--- src/rtl/fsm_job_sched.sv ---
// Round-robin scheduler sharing one job engine among NREQ requesters.
// A watchdog aborts a hung engine and flags the owning requester.
module fsm_job_sched #(
  parameter int NREQ    = 4,
  parameter int TIMEOUT = 16,
  parameter int CNTW    = 16
) (
  input  logic                    clk,
  input  logic                    rst,
  input  logic [NREQ-1:0]         req,
  input  logic [NREQ-1:0]         req_en,
  output logic [NREQ-1:0]         ack,
  output logic [NREQ-1:0]         nack,
  output logic [NREQ-1:0]         err,
  input  logic [NREQ-1:0]         err_clr,
  output logic                    eng_go,
  output logic                    eng_rst,
  input  logic [1:0]              eng_state,
  input  logic                    eng_done,
  output logic                    busy,
  output logic [$clog2(NREQ)-1:0] grant_id,
  output logic [CNTW-1:0]         job_count
);

  localparam int GW = $clog2(NREQ);
  localparam int TW = $clog2(TIMEOUT);
  localparam logic [TW-1:0] TMAX = TW'(TIMEOUT - 1);
  localparam logic [GW-1:0] GLAST = GW'(NREQ - 1);

  typedef enum logic [2:0] {
    S_IDLE,
    S_ISSUE,
    S_BUSY,
    S_ACK,
    S_RECOVER
  } state_t;

  state_t          state;
  state_t          state_n;
  logic [GW-1:0]   last_grant;
  logic [GW-1:0]   win;
  logic [GW-1:0]   cand;
  logic            found;
  logic [NREQ-1:0] elig;
  logic [NREQ-1:0] gmask;
  logic [TW-1:0]   timer;

  assign gmask = NREQ'(1) << grant_id;

  // Search starts just after the last winner, wrapping at NREQ-1.
  always_comb begin
    elig  = req & req_en;
    win   = '0;
    found = 1'b0;
    cand  = last_grant;
    for (int j = 0; j < NREQ; j++) begin
      cand = (cand == GLAST) ? '0 : cand + GW'(1);
      if (!found && elig[cand]) begin
        found = 1'b1;
        win   = cand;
      end
    end
  end

  always_ff @(posedge clk) begin
    if (rst) state <= S_IDLE;
    else     state <= state_n;
  end

  always_comb begin
    state_n = state;
    unique case (state)
      S_IDLE: begin
        if (found && eng_state == 2'd0) state_n = S_ISSUE;
      end
      S_ISSUE: state_n = S_BUSY;
      S_BUSY: begin
        if (eng_done)           state_n = S_ACK;
        else if (timer == TMAX) state_n = S_RECOVER;
      end
      S_ACK:     state_n = S_IDLE;
      S_RECOVER: state_n = S_IDLE;
      default:   state_n = S_IDLE;
    endcase
  end

  // Outputs are registered from the next state so they align with it.
  always_ff @(posedge clk) begin
    if (rst) begin
      eng_go     <= 1'b0;
      eng_rst    <= 1'b0;
      busy       <= 1'b0;
      ack        <= '0;
      nack       <= '0;
      err        <= '0;
      grant_id   <= '0;
      job_count  <= '0;
      last_grant <= GLAST;
      timer      <= '0;
    end else begin
      eng_go  <= (state_n == S_ISSUE);
      eng_rst <= (state_n == S_RECOVER);
      busy    <= (state_n != S_IDLE);
      ack     <= (state_n == S_ACK) ? gmask : '0;
      nack    <= (state_n == S_RECOVER) ? gmask : '0;
      err     <= (err & ~err_clr) |
                 ((state_n == S_RECOVER) ? gmask : '0);
      if (state == S_IDLE && state_n == S_ISSUE)
        grant_id <= win;
      if (state_n == S_ACK)
        job_count <= job_count + CNTW'(1);
      if (state_n == S_ACK || state_n == S_RECOVER)
        last_grant <= grant_id;
      if (state == S_ISSUE)
        timer <= '0;
      else if (state == S_BUSY)
        timer <= timer + TW'(1);
    end
  end

endmodule
--- config.mk ---
export PLATFORM = sky130hd
export DESIGN_NAME = fsm_job_sched
export DESIGN_NICKNAME = d
export VERILOG_FILES = /design/src/rtl/fsm_job_sched.sv
export SDC_FILE = /design/constraint.sdc
export NUM_CORES = 1
export LEC_CHECK = 0
export ABC_AREA = 1
export CAP_MARGIN = 20
export CORE_MARGIN = 2
export CORE_UTILIZATION = 30
export DETAILED_ROUTE_END_ITERATION = 8
export HOLD_SLACK_MARGIN = 0.02
export SLEW_MARGIN = 10
export SYNTH_ARGS = -nofsm -noshare
export SYNTH_HDL_FRONTEND = slang
export SYNTH_SLANG_ARGS = --single-unit
--- constraint.sdc ---
create_clock -name clk -period 1.8 [get_ports clk]
set_input_delay 0.36 -clock clk [delete_from_list [all_inputs] [get_ports clk]]
set_output_delay 0.36 -clock clk [all_outputs]
set_load 0.1 [all_outputs]
# After elaboration in Yosys (flattened, before gate mapping)
# Index checks and enable logic that the tools add are counted.
[totals]
out_inout_bits = 33
word_cells = 76
ff_bits = 42
in_bits = 17
[op_classes]
order_cmp = 4
n_mux = 25
n_eq_ne = 10
add_sub_neg = 6
bitwise = 5
n_shift = 1
n_reduce_logical = 14
[op_table]
columns = ["cell", "count"]
rows = [
  ["16-bit by 1-bit adder with 16-bit output, second input constant", 1],
  ["2-bit 2-to-1 mux", 8],
  ["2-bit by 3-bit less-than comparator with 1-bit output, second input constant", 4],
  ["3-bit 2-to-1 mux", 3],
  ["3-bit case mux with 3 select lines", 1],
  ["2-bit by 1-bit adder with 2-bit output, second input constant", 4],
  ["4-bit AND", 2],
  ["1-bit binary-select mux with 2-bit select", 4],
  ["2-bit == test, second input constant", 4],
  ["1-bit 2-to-1 mux", 8],
  ["3-bit by 1-bit == test with 1-bit output, second input constant", 2],
  ["3-bit by 2-bit == test with 1-bit output, second input constant", 2],
  ["1-bit logical AND", 5],
  ["4-bit by 1-bit adder with 4-bit output, second input constant", 1],
  ["4-bit == test, second input constant", 1],
  ["4-bit 2-to-1 mux", 1],
  ["4-bit inverter", 1],
  ["4-bit OR", 1],
  ["2-bit OR reduction", 2],
  ["1-bit by 2-bit << shifter with 4-bit output, first input constant", 1],
  ["3-bit == test, second input constant", 1],
  ["1-bit zero test", 3],
  ["3-bit zero test", 1],
  ["3-bit nonzero test", 1],
  ["3 further kinds", 3],
]

# Longest topological paths before layout
[depth]
ltp_word = 20
depth_mapped = 13

# Least setup slack after synthesis
# Ideal clock, no wire load.
[synth_timing]
path_kind = "reg-to-reg"
from = "reg job_count[0]"
to = "reg job_count[14]"
t_arrival_ns = 2.181
stages_incl_launch_ff = 9
setup_slack_ns = -0.502
path_buffers = 0
cell_sequence = "dfxtp_1 > ha_1 > nand3_1 > nor3_1 > nand2_1 > nor2_1 > nand4_1 > o21ai_0 > a21oi_1"
[synth_between]
elab_chain_len = 1
[synth_rtl]
columns = ["item", "line_no", "rtl"]
rows = [
  ["start: declaration", "22", "output logic [CNTW-1:0] job_count"],
  ["start signal: assignment", "111", "job_count <= job_count + CNTW'(1);"],
  ["16-bit by 1-bit adder with 16-bit output", "111", ""],
]
# Every way passes these cells.
# A chain may end at the register's enable or synchronous reset.

# Final worst setup path
[layout_timing]
from = "reg last_grant[0]"
to = "reg grant_id[0]"
[layout_between]
elab_chain_len = 19
elab_cells_between_ends = 39
cone_classes = "add/sub: 4; eq/ne: 5; mux: 22; reduce/logical: 8"
[layout_rtl]
columns = ["item", "line_no", "rtl"]
rows = [
  ["start: declaration", "40", "logic [GW-1:0] last_grant;"],
  ["start signal: assignment", "113", "last_grant <= grant_id;"],
  ["2-bit by 1-bit adder with 2-bit output / 2-bit == test (equally long branches)", "57", "cand = (cand == GLAST) ? '0 : cand + GW'(1);"],
  ["2-bit 2-to-1 mux (*)", "57", ""],
  ["branches (longest 17 deep; another with 2-bit by 1-bit adder with 2-bit output)", "--", ""],
  ["end signal: assignment", "109", "grant_id <= win;"],
  ["end: declaration", "21", "output logic [$clog2(NREQ)-1:0] grant_id,"],
]
# Every way passes the cells marked *. The select of a mux whose other input is x is not followed.

==> flow_metrics.tcl <==
set metrics [dict create \
    grt-ovfl-total 0 \
    pin_count 50 \
    fmax_ghz 0.614 \
    yosys.area.top_type "dfxtp_1" \
    drv_cap 0 \
    cts.sinks 42 \
    dpl.hpwl_um 3550 \
    die_area_um2 7220 \
    fin_skew_ps 5.44 \
    required_ps 2030 \
    relSlewSlack_pct 75.9 \
    rsz0062_at_grt "false" \
    synth_top_family_by_area "simple AND/OR/NAND/NOR gates" \
    syn2layout_area_growth_pct 58.7 \
    drc 0 \
    start_util_pct 31.0 \
    synthFlopType "dfxtp_1" \
    vias 1948 \
    finalSetupViolations 0 \
    synth_warnings 0 \
    viasPerCell 4.68 \
    ys_top_cells_by_count "58 x nand2_1, 42 x dfxtp_1, 35 x inv_1" \
    ant_nets 0 \
    ir_worst_vdd_uv 387 \
    grt_use_total_pct 13.3 \
    hold_class "register to register" \
    routedWlPerCell_um 11.0 \
    worst_ep_arrival_time_ps 1860 \
    synthMostInstantiatedCell "nand2_1" \
    ys_top_cells_by_area "dfxtp_1 43%, nand2_1 11%, inv_1 6.7%, a21oi_1 5.9%, nor2_1 5.2%" \
    powerDensity_nw_per_um2 648 \
    diodes 0 \
    outcome "finished clean" \
    whs_ps 479 \
    maxSlewViolCount 0 \
    drt_iter0_drc 73 \
    first_pass_iters 4 \
    yosysUniqueCellTypes 31 \
    clk_latency_ps 290 \
    fin_util_pct 49.1 \
    port_buffers 49 \
    end_kind "register" \
    nFillCells 582 \
    syn_nets 290 \
    synthArstFlopShare_pct 0 \
    synth_xor_area_share_pct 1.34 \
    wl_um 4560 \
    grt_pass1_vias 1823 \
    ys_seq_area_share_pct 42.7 \
    period_needed_ps 1630 \
    drive_gt1_share_pct 26.8 \
    syn_area_um2 1970 \
    fp.dieH_um 85.0 \
    muxShareOfSynthArea_pct 0 \
    cts_buffers 5 \
    ys_ff_latch 42 \
    yosys.area_share.adder_pct 1.91 \
    path_max_fanout 6 \
    report.power.total_w 0.00202 \
    synth_compound_area_share_pct 13.8 \
    gp_congestion 0.844 \
    synth_edf_count 0 \
    cts_root_buf "clkbuf_8" \
    grt_max_degree 13 \
    syn_area_per_cell_um2 7.28 \
    die_x_um 85.0 \
    setup_tns_ps 0 \
    start_kind "register" \
    period_share_pct 90.4 \
    synth_top_area_share_pct 42.7 \
    layout.nets 358 \
    grt_first_pass_wirelength_um 7920 \
    antenna_found_initial 0 \
    hold_viol 0 \
    synthSimpleGateAreaFrac_pct 31.4 \
    cts_max_level 2 \
    clk_pin_slew_ps 80 \
    p_leak_nw 1.30 \
    worstSetupPathType "register to register" \
    cts_buffer_depth 2 \
    core_um2 6350 \
    rows 29 \
    netlist_instances 270 \
    cts_tree "yes" \
    worst_pin_slew_ps 358 \
]
worst paths after layout:
path                 start             to  slack [ps]  cells after the start
max          last_grant[0]    grant_id[0]         170                     12
min reg2reg  last_grant[1]  last_grant[1]         480                      2
min          last_grant[1]  last_grant[1]         480                      2
max reg2reg  last_grant[0]    grant_id[0]         170                     12
sequential cells by signal (all words and copies together) (netlist names):
signal and flops:
job_count 16, ack 4, err 4, nack 4, timer 4, state 3, grant_id 2, last_grant 2
busy 1, eng_go 1, eng_rst 1
power by group:
part,switching [W],leakage (nW),internal [W],total [W]
Sequential,0.0000186,0.344,0.000945,0.000964
Clock,0.000309,0.0524,0.000415,0.000724
Combinational,0.000201,0.904,0.000135,0.000335
timing repair:
action	4_1_cts	5_1_grt
hold endpoints to repair	0	0
hold buffers	0	0
gates resized for setup	0	10
buffers inserted	0	2
endpoints found under the setup margin	0	3
routing by layer:
metal / vias up / routed length [um] / part of all wire, % / GRT usage [%]
li1: 1021 / - / - / -
met3: 5 / 201 / 4.4 / 2.82
met1: 880 / 2150 / 47 / 17.6
met4: 0 / 40 / 0.88 / 4.33
met5: - / 0 / 0 / 0
met2: 42 / 2170 / 48 / 21.7
cell type report:
| type | count | area [um^2] | share of cell area, % |
|---|---|---|---|
| inverter | 37 | 141 | 4.53 |
| clock inverter | 1 | 30.0 | 0.962 |
| timing repair buffer | 66 | 956 | 30.6 |
| sequential | 42 | 852 | 27.3 |
| multi-input combinational | 186 | 968 | 31.0 |
| tap | 77 | 96.3 | 3.09 |
| clock buffer | 7 | 76.3 | 2.45 |
cells by family (layout without fill, tap and decap cells):
logic type / Yosys count / in the layout
buffers and inverters: 42 / 111
adders and majority gates: 3 / 3
and+or+nand+nor: 132 / 132
DFF: 42 / 42
AOI/OAI and AO/OA: 48 / 48
xor gates and xnor gates: 3 / 3
stage by stage:
stage,instance area (um^2),cells,setup slack [ps]
detailed placement,2970,406,-14.7
floorplan,1980,270,-121
finish,3120,416,172
CTS,3080,414,84.3
global placement,2970,406,19.6
global route,3120,416,11.2
worst max-delay path, cell delays in order, from the launching register on:
cell	delay (ps)
dfxtp_1	320
ha_2	200
nor2_4	180
buf_6	140
o21ai_1	90
buf_4	140
o21ai_0	140
nand2_1	60
nand3_1	60
nand2_1	70
nand2_2	60
nand2_2	40
nor2_2	60
cell usage in the layout (no fill, tap or decap):
| cell type | count |
|---|---|
| nand2_4 | 2 |
| or2_2 | 1 |
| buf_4 | 15 |
| o32ai_1 | 4 |
| buf_6 | 2 |
| inv_4 | 1 |
| dfxtp_2 | 9 |
| nor3_2 | 2 |
| o21a_1 | 2 |
| inv_2 | 1 |
| nor2_4 | 1 |
| dfxtp_1 | 33 |
| nand4_2 | 1 |
| clkbuf_8 | 5 |
| a31oi_1 | 1 |
| nand2_1 | 56 |
| o21ai_0 | 11 |
| nor4_1 | 2 |
| clkbuf_1 | 2 |
| bufinv_16 | 1 |
| nor2_1 | 26 |
| nand3_2 | 1 |
| xor2_1 | 3 |
| nor2_2 | 2 |
| and3_1 | 1 |
| a21oi_1 | 23 |
| nand3_1 | 13 |
| o21ai_1 | 4 |
| nand2_2 | 11 |
| o21bai_1 | 1 |
| ha_2 | 1 |
| clkdlybuf4s50_1 | 16 |
| ha_1 | 2 |
| o21ai_2 | 2 |
| buf_12 | 33 |
| nand4_1 | 8 |
| nor3_1 | 5 |
| inv_1 | 35 |
No activity file was read; power rests on OpenSTA's default activity.
